$ cat src/rtl/mem_port_arbiter_if.sv
// Request/response bundle between two requesters, the arbiter and memory.
// Ports: MIPS (m_*), AXI (a_*), memory (mem_*), mips_rst, conflict_cnt.
interface mem_port_arbiter_if #(
  parameter int ADDR_WIDTH = 13
);
  localparam int AW = ADDR_WIDTH - 2;

  logic          mips_rst;

  logic          m_valid;
  logic          m_we;
  logic [AW-1:0] m_addr;
  logic [31:0]   m_wdata;
  logic          m_ready;
  logic          m_rvalid;
  logic [31:0]   m_rdata;

  logic          a_valid;
  logic          a_we;
  logic [AW-1:0] a_addr;
  logic [31:0]   a_wdata;
  logic          a_ready;
  logic          a_rvalid;
  logic [31:0]   a_rdata;

  logic [AW-1:0] mem_addr;
  logic [31:0]   mem_wdata;
  logic          mem_we;
  logic          mem_re;
  logic [31:0]   mem_rdata;

  logic [31:0]   conflict_cnt;

  modport master (
    output mips_rst,
    output m_valid, m_we, m_addr, m_wdata,
    input  m_ready, m_rvalid, m_rdata,
    output a_valid, a_we, a_addr, a_wdata,
    input  a_ready, a_rvalid, a_rdata,
    input  mem_addr, mem_wdata, mem_we, mem_re,
    output mem_rdata,
    input  conflict_cnt
  );

  modport slave (
    input  mips_rst,
    input  m_valid, m_we, m_addr, m_wdata,
    output m_ready, m_rvalid, m_rdata,
    input  a_valid, a_we, a_addr, a_wdata,
    output a_ready, a_rvalid, a_rdata,
    output mem_addr, mem_wdata, mem_we, mem_re,
    input  mem_rdata,
    output conflict_cnt
  );
endinterface

$ cat src/rtl/mem_port_arbiter.sv
// Round-robin arbiter sharing one single-port memory between MIPS and AXI.
// Ports: clk, rst (async, active-high), bus (mem_port_arbiter_if.slave).
// Optional macro ARB_CONFLICT_CNT_EN builds the wait-cycle counter.
module mem_port_arbiter #(
  parameter int ADDR_WIDTH = 13
) (
  input  logic              clk,
  input  logic              rst,
  mem_port_arbiter_if.slave bus
);
  localparam int AW = ADDR_WIDTH - 2;

  typedef enum logic [1:0] {
    IDLE,
    GNT_M,
    GNT_A,
    RESP
  } state_t;

  state_t state;
  logic   last_m;
  logic   resp_m;

  logic m_elig;
  logic gnt_m;
  logic gnt_a;
  logic rsp;

  assign m_elig = bus.m_valid & ~bus.mips_rst;
  assign gnt_m  = (state == GNT_M);
  assign gnt_a  = (state == GNT_A);
  assign rsp    = (state == RESP);

  // last_m resets to 0 (AXI) so MIPS wins the first contention.
  always_ff @(posedge clk or posedge rst) begin
    if (rst) begin
      state  <= IDLE;
      last_m <= 1'b0;
      resp_m <= 1'b0;
    end else begin
      unique case (state)
        IDLE: begin
          if (m_elig && (!bus.a_valid || !last_m))
            state <= GNT_M;
          else if (bus.a_valid)
            state <= GNT_A;
        end
        GNT_M: begin
          last_m <= 1'b1;
          resp_m <= 1'b1;
          state  <= bus.m_we ? IDLE : RESP;
        end
        GNT_A: begin
          last_m <= 1'b0;
          resp_m <= 1'b0;
          state  <= bus.a_we ? IDLE : RESP;
        end
        RESP: state <= IDLE;
        default: state <= IDLE;
      endcase
    end
  end

  // Memory side is AND-masked so it is all zero outside grant cycles.
  assign bus.mem_addr  = ({AW{gnt_m}} & bus.m_addr)
                       | ({AW{gnt_a}} & bus.a_addr);
  assign bus.mem_wdata = ({32{gnt_m}} & bus.m_wdata)
                       | ({32{gnt_a}} & bus.a_wdata);
  assign bus.mem_we    = (gnt_m & bus.m_we)
                       | (gnt_a & bus.a_we);
  assign bus.mem_re    = (gnt_m & ~bus.m_we)
                       | (gnt_a & ~bus.a_we);

  assign bus.m_ready  = gnt_m;
  assign bus.a_ready  = gnt_a;
  assign bus.m_rvalid = rsp & resp_m;
  assign bus.a_rvalid = rsp & ~resp_m;
  assign bus.m_rdata  = {32{bus.m_rvalid}} & bus.mem_rdata;
  assign bus.a_rdata  = {32{bus.a_rvalid}} & bus.mem_rdata;

`ifdef ARB_CONFLICT_CNT_EN
  logic [31:0] cnt;
  logic        wait_hit;

  // The non-owner is waiting for the whole grant+response window.
  assign wait_hit = ((gnt_m | (rsp & resp_m)) & bus.a_valid)
                  | ((gnt_a | (rsp & ~resp_m)) & m_elig);

  always_ff @(posedge clk or posedge rst) begin
    if (rst)
      cnt <= '0;
    else if (wait_hit)
      cnt <= cnt + 32'd1;
  end

  assign bus.conflict_cnt = cnt;
`else
  assign bus.conflict_cnt = '0;
`endif

endmodule

$ cat src/flat_wrapper.sv
// flat-port wrapper written by rule: the top's interface ports become plain ports
module mem_port_arbiter_flat 
#(
  parameter int ADDR_WIDTH = 13
)
  (clk, rst, bus_mips_rst, bus_m_valid, bus_m_we, bus_m_addr, bus_m_wdata, bus_m_ready, bus_m_rvalid, bus_m_rdata, bus_a_valid, bus_a_we, bus_a_addr, bus_a_wdata, bus_a_ready, bus_a_rvalid, bus_a_rdata, bus_mem_addr, bus_mem_wdata, bus_mem_we, bus_mem_re, bus_mem_rdata, bus_conflict_cnt);
  mem_port_arbiter_if #(.ADDR_WIDTH(ADDR_WIDTH)) bus_i ();
  input  logic clk;
  input  logic rst;
  input wire logic [$bits(bus_i.mips_rst)-1:0] bus_mips_rst;
  input wire logic [$bits(bus_i.m_valid)-1:0] bus_m_valid;
  input wire logic [$bits(bus_i.m_we)-1:0] bus_m_we;
  input wire logic [$bits(bus_i.m_addr)-1:0] bus_m_addr;
  input wire logic [$bits(bus_i.m_wdata)-1:0] bus_m_wdata;
  output wire logic [$bits(bus_i.m_ready)-1:0] bus_m_ready;
  output wire logic [$bits(bus_i.m_rvalid)-1:0] bus_m_rvalid;
  output wire logic [$bits(bus_i.m_rdata)-1:0] bus_m_rdata;
  input wire logic [$bits(bus_i.a_valid)-1:0] bus_a_valid;
  input wire logic [$bits(bus_i.a_we)-1:0] bus_a_we;
  input wire logic [$bits(bus_i.a_addr)-1:0] bus_a_addr;
  input wire logic [$bits(bus_i.a_wdata)-1:0] bus_a_wdata;
  output wire logic [$bits(bus_i.a_ready)-1:0] bus_a_ready;
  output wire logic [$bits(bus_i.a_rvalid)-1:0] bus_a_rvalid;
  output wire logic [$bits(bus_i.a_rdata)-1:0] bus_a_rdata;
  output wire logic [$bits(bus_i.mem_addr)-1:0] bus_mem_addr;
  output wire logic [$bits(bus_i.mem_wdata)-1:0] bus_mem_wdata;
  output wire logic [$bits(bus_i.mem_we)-1:0] bus_mem_we;
  output wire logic [$bits(bus_i.mem_re)-1:0] bus_mem_re;
  input wire logic [$bits(bus_i.mem_rdata)-1:0] bus_mem_rdata;
  output wire logic [$bits(bus_i.conflict_cnt)-1:0] bus_conflict_cnt;
  assign bus_i.mips_rst = bus_mips_rst;
  assign bus_i.m_valid = bus_m_valid;
  assign bus_i.m_we = bus_m_we;
  assign bus_i.m_addr = bus_m_addr;
  assign bus_i.m_wdata = bus_m_wdata;
  assign bus_m_ready = bus_i.m_ready;
  assign bus_m_rvalid = bus_i.m_rvalid;
  assign bus_m_rdata = bus_i.m_rdata;
  assign bus_i.a_valid = bus_a_valid;
  assign bus_i.a_we = bus_a_we;
  assign bus_i.a_addr = bus_a_addr;
  assign bus_i.a_wdata = bus_a_wdata;
  assign bus_a_ready = bus_i.a_ready;
  assign bus_a_rvalid = bus_i.a_rvalid;
  assign bus_a_rdata = bus_i.a_rdata;
  assign bus_mem_addr = bus_i.mem_addr;
  assign bus_mem_wdata = bus_i.mem_wdata;
  assign bus_mem_we = bus_i.mem_we;
  assign bus_mem_re = bus_i.mem_re;
  assign bus_i.mem_rdata = bus_mem_rdata;
  assign bus_conflict_cnt = bus_i.conflict_cnt;
  mem_port_arbiter #(.ADDR_WIDTH(ADDR_WIDTH)) u_core (.clk(clk), .rst(rst), .bus(bus_i));
endmodule
$ cat config.mk
export PLATFORM = sky130hd
export DESIGN_NAME = mem_port_arbiter_flat
export DESIGN_NICKNAME = d
export VERILOG_FILES = /design/src/rtl/mem_port_arbiter_if.sv /design/src/rtl/mem_port_arbiter.sv /design/src/flat_wrapper.sv
export SDC_FILE = /design/constraint.sdc
export NUM_CORES = 1
export LEC_CHECK = 0
export CELL_PAD_IN_SITES_DETAIL_PLACEMENT = 1
export CELL_PAD_IN_SITES_GLOBAL_PLACEMENT = 2
export CORE_MARGIN = 3
export CORE_UTILIZATION = 10
export CTS_CLUSTER_SIZE = 20
export DETAILED_ROUTE_END_ITERATION = 6
export PLACE_DENSITY = 0.95
export SYNTH_ARGS = -nofsm -noshare
export SYNTH_HDL_FRONTEND = slang
export SYNTH_SLANG_ARGS = --single-unit
$ cat constraint.sdc
create_clock -name clk -period 2.4 [get_ports clk]
set_clock_uncertainty 0.2 [all_clocks]
set_input_delay 0.48 -clock clk [delete_from_list [all_inputs] [get_ports clk]]
set_output_delay 0.48 -clock clk [all_outputs]
set_load 0.02 [all_outputs]
# Word level (Yosys, flattened, before mapping)
# Index checks and enable logic that the tools add are counted.
# word_totals
ff_bits,3
elab_cells,39
# op_classes
eq_ne,4
n_mux,6
bitwise,21
n_reduce_logical,6
# op_table
op,count
32-bit AND,4
32-bit bitwise OR,1
11-bit AND,2
11-bit bitwise OR,1
2-bit two-way mux,4
2-bit one-hot mux with 4 select lines,1
1-bit AND,7
2-bit equality test (second input constant),2
1-bit inverter,4
3-bit by 2-bit != test with 1-bit output (second input constant),1
2-bit by 1-bit equality test with 1-bit output (second input constant),1
1-bit logical NOT,2
2-bit logical NOT,1
1-bit bitwise OR,2
1-bit one-hot mux with 2 select lines,1
2-bit nonzero test,1
1-bit logical AND,1
1-bit logical OR,1

# Depth between registers and ports, before layout
# Gate-level depths: netlist of the first run.
# depth
depth_word,5
ltp_mapped,5
mapped_depth_nobuf,5

# Least setup slack after synthesis of the first run
# No wires, ideal clock.
# synth_path
path_type,flip-flop to output port
start,reg u_core.state[0]
end,out bus_mem_re
t_arrival_ps,1296
slack_ps,424
stages_incl_launch_ff,5
cell_sequence,dfrtp_1 -> inv_1 -> ha_1 -> inv_1 -> o22ai_1
# synth_between
elab_chain_cells,3
word_cells_on_any_way,5
cone_classes,eq/ne: 2; bitwise: 3
# synth_rtl
element,line_no,source
start: declaration,mem_port_arbiter.sv:20,state_t state;
start signal: assignment,mem_port_arbiter.sv:51,state <= bus.m_we ? IDLE : RESP;
start signal: assignment,mem_port_arbiter.sv:56,state <= bus.a_we ? IDLE : RESP;
2-bit equality test,mem_port_arbiter.sv:31,assign gnt_a = (state == GNT_A);
net bus_a_ready,flat_wrapper.sv:22,output wire logic [$bits(bus_i.a_ready)-1:0] bus_a_ready;
1-bit AND,mem_port_arbiter.sv:72,| (gnt_a & ~bus.a_we);
1-bit bitwise OR,mem_port_arbiter.sv:72,
end: declaration,flat_wrapper.sv:28,output wire logic [$bits(bus_i.mem_re)-1:0] bus_mem_re;
# The timed path passes the listed nets, and every way through them passes these cells.

# Worst setup path after layout of the first run
# layout_path
start,reg u_core.state[1]
end,out bus_mem_wdata[6]
# layout_between
elab_chain_cells,3
word_cells_on_any_way,5
cone_classes,eq/ne: 2; bitwise: 3
# layout_rtl
element,line_no,source
2-bit by 1-bit equality test with 1-bit output / 2-bit equality test (equally long branches),"mem_port_arbiter.sv:30, mem_port_arbiter.sv:31",
32-bit AND (on tied branches),"mem_port_arbiter.sv:67, mem_port_arbiter.sv:68",
32-bit bitwise OR *,mem_port_arbiter.sv:68,| ({32{gnt_a}} & bus.a_wdata);
end: declaration,flat_wrapper.sv:26,output wire logic [$bits(bus_i.mem_wdata)-1:0] bus_mem_wdata;
# Every way passes the cells marked *; elsewhere a longest branch is shown, timed or not.

==> results of run 1 <==
==> power groups by stage <==
stage / Clock [mW] / Sequential (mW) / Combinational, mW
finish: 0.266 / 0.0992 / 2.67
global route: 0.280 / 0.104 / 2.85
CTS: 0.271 / 0.0996 / 2.72
detailed placement: 0 / 0.100 / 2.97
global placement: 0 / 0.0986 / 2.92
floorplan: 0 / 0.0995 / 1.53
==> critical path, cell delays in order, from the launching register on <==
cell and delay [ns]:
dfrtp_1 0.42, inv_1 0.10, ha_2 0.24, buf_12 0.18, a22o_1 0.14, clkdlybuf4s15_1 0.32
==> what timing repair did <==
action,4_1_cts,5_1_grt
pin swaps,0,0
resized for setup,111,133
endpoints found under the setup margin,112,77
cloned,0,1
==> worst paths after layout <==
path | start | slack [ns] | to
max | u_core.state[1]$_DFFE_PP0P_ | 0.08 | bus_mem_wdata[6]
min | rst | 0.24 | u_core.state[1]$_DFFE_PP0P_
max reg2reg | u_core.state[1]$_DFFE_PP0P_ | 0.76 | u_core.state[0]$_DFFE_PP0P_
min reg2reg | u_core.resp_m$_DFFE_PP0P_ | 0.47 | u_core.resp_m$_DFFE_PP0P_
max in group asynchronous | rst | 1.63 | u_core.state[0]$_DFFE_PP0P_
min in group clk | u_core.resp_m$_DFFE_PP0P_ | 0.47 | u_core.resp_m$_DFFE_PP0P_
==> layer usage <==
layer	GRT usage, %	vias to the layer above	wire length, um
li1	-	1068	-
met1	9.84	1024	3120
met2	21.2	138	5070
met3	2.23	4	731
met4	1.29	0	54
met5	0	-	0
==> state kept, by name (all words and copies together) (netlist names) <==
signal         count
u_core.resp_m      1
u_core.state       2
==> Yosys cell counts <==
cell type / number / area (um2)
a211oi_1: 1 / 7.51
a21oi_1: 1 / 5.00
a22o_1: 44 / 385
and2_1: 21 / 131
and2_2: 12 / 90.1
and3_1: 29 / 181
and3_2: 3 / 22.5
buf_2: 10 / 50.1
buf_4: 32 / 240
buf_6: 3 / 33.8
clkbuf_1: 3 / 11.3
clkbuf_2: 3 / 15.0
conb_1: 1 / 3.75
dfrtp_1: 3 / 75.1
ha_1: 6 / 75.1
inv_1: 7 / 26.3
nor2_1: 1 / 3.75
nor2b_4: 1 / 13.8
o21ai_0: 2 / 10.0
o22a_1: 1 / 8.76
o22ai_1: 1 / 6.26
o2bb2ai_1: 1 / 8.76
==> logic make-up (layout without fill, tap and decap cells) <==
family,after synthesis,in the layout,share of synthesized area (%)
buf+inv,58,260,26.8
compound gates,51,51,30.7
flops,3,3,5.34
fa+ha+maj,6,6,5.34
other cells,1,32,0.267
simple gates,67,67,31.5
==> cell type report <==
type / instances / area, um2
clock buffer: 4 / 78.8
fill: 1648 / 9800
inverter: 7 / 26.3
multi-input combinational: 156 / 1080
sequential: 3 / 75.1
tap: 176 / 220
timing repair buffer: 249 / 2230
==> metrics.md, run 1 <==
| Metric | Value |
|---|---|
| Total CTS buffers | `3` |
| WP data required | `1.72 ns` |
| Worst slack, placed | `-0.0663 ns` |
| Dpl hpwl | `7.61 mm` |
| I/O Buffers | `237` |
| Rows | `42` |
| Sw Share | `51.4%` |
| Vias | `2234` |
| Total GRT Usage | `10.0%` |
| Worst VDD drop | `0.000440 V` |
| Clock root buffer | `clkbuf_16` |
| Clk slew on worst S/H paths | `0.03 ns` |
| Vias in the first global route | `2340` |
| Overflow left after global routing | `0` |
| Synthesized area per cell | `7.55 um2` |
| Die Ht | `125 um` |
| Status | `finished clean` |
| Ant. Diodes | `0` |
| Most common cell after layout, fill and taps aside | `clkdlybuf4s50_1` |
| H-tree lvl count | `1` |
| Most frequent cells in the layout | `clkdlybuf4s50_1, clkbuf_2, a22o_1` |
| Die ar. | `15500 um2` |
| Part of the cycle the worst path needs | `96.5%` |
| Layout Cells excl Fill | `595` |
| Starting DRT DRC Count | `41` |
| Layout cells sized above 1 | `22.2%` |
| Combinational Power Share | `88.0%` |
| Crit path launch type | `flop` |
| Largest net degree at the start of global routing | `45` |
| Hold Buf Count CTS | `0` |
| Flops & latches, synth | `3` |
| Final instance area | `3710 um2` |
| Final ANT Viol Nets | `0` |
| Die Span X | `125 um` |
| Pins Over Slew Limit | `0` |
| Clock network power share | `8.8%` |
| Initial core utilization | `10.4%` |
| Synth-to-Final Area Change | `164%` |
| Final nets | `551` |
| Placer congestion estimate | `0.837` |
| Net Sw Power | `1.56 mW` |
| Arrival time at the worst endpoint | `1.64 ns` |
| Internal power | `1.47 mW` |
| Hold Slack | `0.238 ns` |
| Clock Latency Late Sink | `0.22 ns` |
| Placeable Area | `13500 um2` |
| Seq/Total Area, Yosys | `5.34%` |
| CTS tree | `done` |
| Placed insts | `590` |
| Initial antenna violation count | `0` |
| Routed wire length | `8.97 mm` |
| Critical path peak fanout | `22` |
| Clock Sinks | `3` |
| Post-CTS setup buffer count | `0` |
| Area of the mapped netlist | `1410 um2` |
| Post-Synthesis Cells | `186` |
| R2R depth | `7` |
| Max cap viols | `0` |
| Drt wl/cell | `15.1 um` |
| Peak Freq | `432 MHz` |
| Final setup viols | `0` |
| Hold WC Path Type | `primary input to async pin` |
| Via density | `3.75` |
| DRC Markers | `0` |
| Share of power burned in registers | `3.3%` |
| RSZ-0062 raised after global routing | `false` |
| Total chip power | `3.04 mW` |
| Hold Violations, Final | `0` |
| Clock Path Buffers | `2` |
| Power Dens Cells | `818 nW/um2` |
| Setup TNS | `0 ns` |
| First-pass GRT wire length | `12.9 mm` |
| Setup CP Type | `flop to output port` |
| Final min period | `2.32 ns` |
| Fin worst setup slack | `0.0839 ns` |
| Synth cell types | `22` |
| Detailed Routing Iterations Pass 1 | `4` |
| Ys Warns | `0` |
| I/O pin cnt | `270` |
| Worst setup EP type | `output port` |
| DP Area | `3900 um2` |
| Util after Layout | `27.5%` |
| P_leak | `2.07 nW` |
Note: power is estimated with default switching activity, not from simulation.
==> run 2: changes to the inputs <==
--- a/config.mk
+++ b/config.mk
@@ -5,6 +5,7 @@
 export SDC_FILE = /design/constraint.sdc
 export NUM_CORES = 1
 export LEC_CHECK = 0
+export CAP_MARGIN = 10
 export CELL_PAD_IN_SITES_DETAIL_PLACEMENT = 1
 export CELL_PAD_IN_SITES_GLOBAL_PLACEMENT = 2
 export CORE_MARGIN = 3
==> results of run 2 <==
The final DEF is identical to that of run 1; final timing and power are the same.
